$ cat config.mk
export PLATFORM = sky130hd
export DESIGN_NAME = clk_period_meter
export DESIGN_NICKNAME = d
export VERILOG_FILES = /design/src/rtl/clk_meas_pkg.sv /design/src/rtl/edge_sync.sv /design/src/rtl/clk_period_meter.sv
export SDC_FILE = /design/constraint.sdc
export NUM_CORES = 1
export LEC_CHECK = 0
export CAP_MARGIN = 10
export CORE_MARGIN = 5
export CORE_UTILIZATION = 48
export DETAILED_ROUTE_END_ITERATION = 8
export GPL_ROUTABILITY_DRIVEN = 0
export PLACE_DENSITY_LB_ADDON = 0.05
export SLEW_MARGIN = 0
export SYNTH_ARGS = -nofsm -noshare
export SYNTH_HDL_FRONTEND = slang
export SYNTH_HIERARCHICAL = 1
export SYNTH_SLANG_ARGS = --single-unit
$ cat constraint.sdc
create_clock -name clk_in -period 10.4 [get_ports clk_in]
set_clock_uncertainty 0.15 [all_clocks]
set_input_delay 1.56 -clock clk_in [delete_from_list [all_inputs] [get_ports clk_in]]
set_output_delay 1.56 -clock clk_in [all_outputs]
set_load 0.05 [all_outputs]
$ cat src/rtl/clk_meas_pkg.sv
// Shared types and default constants for the clock period meter.
package clk_meas_pkg;

    localparam int unsigned DEF_CNT_W   = 32;
    localparam int unsigned DEF_TIMEOUT = 12_000_000;

    typedef enum logic [1:0] {
        IDLE = 2'd0,
        ARM  = 2'd1,
        MEAS = 2'd2
    } meas_state_e;

endpackage

$ cat src/rtl/edge_sync.sv
// Synchronizes an asynchronous input into clk_in and flags its rising edges.
module edge_sync #(
    parameter int unsigned SYNC_STAGES = 2
) (
    input  logic clk_in,
    input  logic rst,
    input  logic sig_in,
    output logic sig_s,
    output logic rise
);

    logic [SYNC_STAGES-1:0] sync_q;
    logic                   sig_d;

    // NOTE: clocked state always uses <=, so every flop samples pre-edge values and the chain shifts by exactly one stage per clock.
    always_ff @(posedge clk_in or posedge rst) begin
        if (rst) begin
            sync_q <= '0;
            sig_d  <= 1'b0;
        end else begin
            sync_q <= {sync_q[SYNC_STAGES-2:0], sig_in};
            sig_d  <= sync_q[SYNC_STAGES-1];
        end
    end

    assign sig_s = sync_q[SYNC_STAGES-1];
    assign rise  = sig_s & ~sig_d;

endmodule

$ cat src/rtl/clk_period_meter.sv
// Measures period and high time of an asynchronous slow signal in clk_in cycles,
// re-arming after TIMEOUT cycles without a rising edge.
module clk_period_meter
    import clk_meas_pkg::*;
#(
    parameter int unsigned CNT_W       = DEF_CNT_W,
    parameter int unsigned TIMEOUT     = DEF_TIMEOUT,
    parameter int unsigned SYNC_STAGES = 2
) (
    input  logic             clk_in,
    input  logic             rst,
    input  logic             sig_in,
    input  logic             en,
    output logic [CNT_W-1:0] period,
    output logic [CNT_W-1:0] high_time,
    output logic             meas_valid,
    output logic             timeout,
    output logic             busy
);

    if (SYNC_STAGES < 2) begin : g_bad_sync
        $error("SYNC_STAGES must be at least 2");
    end
    if (TIMEOUT < 1 || 64'(TIMEOUT) >= (64'd1 << CNT_W)) begin : g_bad_timeout
        $error("TIMEOUT must lie in 1 .. 2**CNT_W-1");
    end

    localparam logic [CNT_W-1:0] WAIT_LAST = CNT_W'(TIMEOUT - 1);

    meas_state_e      state, state_next;
    logic             sig_s, rise;
    logic [CNT_W-1:0] cnt, hcnt, wcnt;
    logic             wait_hit, take_meas, fire_timeout, load_rise;

    edge_sync #(.SYNC_STAGES(SYNC_STAGES)) u_edge_sync (
        .clk_in (clk_in),
        .rst    (rst),
        .sig_in (sig_in),
        .sig_s  (sig_s),
        .rise   (rise)
    );

    // wcnt counts cycles since entry/last rise; this cycle is the TIMEOUT-th one.
    assign wait_hit = (wcnt == WAIT_LAST);
    assign busy     = (state != IDLE);

    always_ff @(posedge clk_in or posedge rst) begin
        if (rst) state <= IDLE;
        else     state <= state_next;
    end

    // NOTE: every output of this block is defaulted first, so no path can leave one unassigned and infer a latch.
    always_comb begin
        state_next   = state;
        take_meas    = 1'b0;
        fire_timeout = 1'b0;
        load_rise    = 1'b0;
        if (!en) begin
            state_next = IDLE;
        end else begin
            unique case (state)
                IDLE: state_next = ARM;
                ARM: begin
                    if (rise) begin
                        state_next = MEAS;
                        load_rise  = 1'b1;
                    end else if (wait_hit) begin
                        fire_timeout = 1'b1;
                    end
                end
                MEAS: begin
                    if (rise) begin
                        load_rise = 1'b1;
                        take_meas = 1'b1;
                    end else if (wait_hit) begin
                        fire_timeout = 1'b1;
                        state_next   = ARM;
                    end
                end
                default: state_next = IDLE;
            endcase
        end
    end

    always_ff @(posedge clk_in or posedge rst) begin
        if (rst) begin
            period     <= '0;
            high_time  <= '0;
            meas_valid <= 1'b0;
            timeout    <= 1'b0;
            cnt        <= '0;
            hcnt       <= '0;
            wcnt       <= '0;
        end else begin
            meas_valid <= take_meas;
            timeout    <= fire_timeout;
            if (take_meas) begin
                period    <= cnt;
                high_time <= hcnt;
            end
            if (!en || state == IDLE || fire_timeout) begin
                cnt  <= '0;
                hcnt <= '0;
                wcnt <= '0;
            end else if (load_rise) begin
                // The rise cycle itself is high, so it seeds both counts.
                cnt  <= CNT_W'(1);
                hcnt <= CNT_W'(1);
                wcnt <= '0;
            end else begin
                wcnt <= wcnt + 1'b1;
                if (state == MEAS) begin
                    cnt <= cnt + 1'b1;
                    if (sig_s) hcnt <= hcnt + 1'b1;
                end
            end
        end
    end

endmodule

==> results.toml <==
[outcome]
outcome = "finished, final reports clean"

[cells_and_area]
fillerInstances = 1350
areaGrowthSynthToFinish_pct = 18.6
diodes = 0
nNetsFinal = 770
postLayoutCellArea_um2 = 9100
drive_gt1_share_pct = 14.6

[timing]
fin_crit_sh_pct = 35.6
fin_tns_setup_ns = 0
period_minus_slack_ns = 3.71
rsz0062_at_grt = "no"
setup_viol = 0
slew_headroom_pct = 33.9
fin_ws_ns = 6.69
fmax_mhz = 270
worst_slew_pin_slew_ns = 0.991
hold_viol = 0
slew_violations = 0

[grt]
antenna_found_initial = 0
grt_pass1_wl_um = 26000
grt_max_degree = 114
grt_pass1_vias = 5272
grt_util_all_layers_pct = 17.4
grt_overflow = 0

[die]
fp.dieArea_um2 = 18600
die_h_um = 136
num_io_pins = 71
die_w_um = 136
core_um2 = 15800
rows = 46
start_util_pct = 48.7

[clock_tree]
cts_tree = "built"
cts.clk_slew.worst_paths_ns = 0.06
clk_latency_ns = 0.42
cts-htree-levels = 4
ctsHoldBuffers = 0
post_cts_buffers = 0
clock-sinks = 167
cts-resized-gates = 0
cts_inserted_buffers = 17
clk_path_buf_depth = 2
cts-root-buf = "clkbuf_16"

[placement]
placedInstanceArea_um2 = 8530
numPortBuffers = 70
pre_cts_slack_ns = 6.54
hpwl_um = 9960

[yosys]
synth_area_um2 = 7680
yosysTopAreaCell = "dfrtp_1"
synth_top_area_share_pct = 54.4
synth_cell_type_count = 51
synthCells = 696
synth-edff-count = 0
syn_nets = 707
ys_seq_elements = 167
avgSynthCellArea_um2 = 11.0
yosys_warnings = 6
async_reset_ff_share_pct = 100
yosys.cell_count.top_type = "dfrtp_1"
ys_seq_area_share_pct = 54.4
yosys_most_used_dff = "dfrtp_1"
ys_top_cells_by_count = "167 x dfrtp_1, 94 x nor2_1, 55 x mux2_2, 47 x nand2_1, 44 x xnor2_1"
synthTopCellsByArea = "dfrtp_1 54%, mux2_2 8.1%, xnor2_1 5.0%"

[worst_setup_path]
r2r_slack_ns = 7.09
worst_setup_path_start_kind = "register"
required_ns = 8.69
slowest_delay_ns = 0.80
worstPathCellList = "inv_1 -> ha_1 -> inv_1 -> clkdlybuf4s50_1"
critical_path.max_fanout = 4
worstSetupPathType = "reg -> out"
critPathTopFamily = "buffers and inverters"
end_kind = "primary output"
cp.arrival_ns = 2.00
path_buf_inv = 3
critPathSlowestCell = "clkdlybuf4s50_1"
critPathMostFrequentCell = "inv_1"

[power]
vdd_drop_max_mv = 0.143
total_power_mw = 1.44
p_int_mw = 1.06
p_leak_nw = 3.78
power.share.switching_pct = 26.3
clkPwrFrac_pct = 42.2
seqPwrFrac_pct = 46.5
p_switching_mw = 0.379
combPwrFrac_pct = 11.3
powerDensity_nw_per_um2 = 158

[drt]
vias = 5293
ant_nets = 0
drtPass1Iterations = 4
drc = 0
wl_per_cell_um = 15.3
vias_per_cell = 5.36
drtIter0Drc = 371
finalWirelength_um = 15100

[min_path]
hold_path_class = "reg -> reg"

[flow_run]
drv_cap = 0
==> path summary, 6_finish.rpt <==
check	startpoint	depth (start not counted)	to
setup / recovery	state[1]$_DFFE_PP0P_	4	busy
hold / removal	u_edge_sync/sync_q[0]$_DFF_PP0_	0	u_edge_sync/sync_q[1]$_DFF_PP0_
setup reg to reg	state[0]$_DFFE_PP0P_	7	cnt[9]$_DFFE_PP0P_
hold reg to reg	u_edge_sync/sync_q[0]$_DFF_PP0_	0	u_edge_sync/sync_q[1]$_DFF_PP0_
max in group asynchronous	rst	3	cnt[22]$_DFFE_PP0P_
min in group asynchronous	rst	2	u_edge_sync/sync_q[0]$_DFF_PP0_
==> power groups by stage <==
stage	logic (mW)	clock network, mW	registers, mW
6_report	0.163	0.608	0.671
5_1_grt	0.182	0.654	0.673
4_1_cts	0.166	0.625	0.671
3_5_place_dp	0.165	0	0.683
3_3_place_gp	0.160	0	0.682
2_1_floorplan	0.123	0	0.690
==> kinds of logic (layout without fill, tap and decap cells) <==
family                   after synthesis  in the layout  share of synthesized area (%)
multiplexers                          57             57                           8.33
AND/OR/NAND/NOR                      286            286                           20.0
flip-flops                           167            167                           54.4
adder cells (fa/ha/maj)                7              7                           1.14
AO/OA/AOI/OAI                         50             50                           3.96
buffers and inverters                 50            126                           3.06
XOR/XNOR                              79             79                           9.01
==> routing by layer <==
layer / up-vias / part of all wire (%) / wire [µm] / track usage, %
li1: 2553 / - / - / -
met3: 29 / 3.8 / 568 / 3.33
met2: 106 / 47 / 7120 / 26.9
met4: 0 / 2.1 / 320 / 7.00
met1: 2605 / 47 / 7100 / 24.1
met5: - / 0 / 0 / 0
==> final cells by class <==
type	count	area (µm²)	area share, %
clock buffer	19	443	4.87
clock inverter	13	131	1.44
inverter	22	87.6	0.962
multi-input combinational	479	3280	36.0
sequential	167	4180	45.9
tap	216	270	2.97
timing repair buffer	72	716	7.86
==> sequential cells by signal (all words and copies together) (netlist names) <==
signal,cells
u_edge_sync/sync_q,2
wcnt,32
cnt,32
period,32
u_edge_sync/sig_d,1
high_time,32
hcnt,32
meas_valid,1
state,2
timeout,1
==> through the flow <==
stage               std cells  util (%)  hold slack [ns]
finish                    988      57.7            0.205
global route              988      57.7            0.214
CTS                       988      57.7            0.213
detailed placement        956      54.1            0.194
global placement          956      54.1            0.184
floorplan                 696         -            0.181
==> cell usage in the layout, fill, tap and decap left out, types with 18 or more instances in the layout <==
| master | instances |
|---|---|
| mux2_2 | 55 |
| clkdlybuf4s50_1 | 70 |
| inv_1 | 21 |
| nand3_1 | 27 |
| xor2_1 | 35 |
| dfrtp_1 | 167 |
| nand4_1 | 27 |
| nand2_1 | 47 |
| xnor2_1 | 44 |
| nor2_1 | 94 |
| nor3_1 | 18 |
No activity file was read; power rests on OpenSTA's default activity.
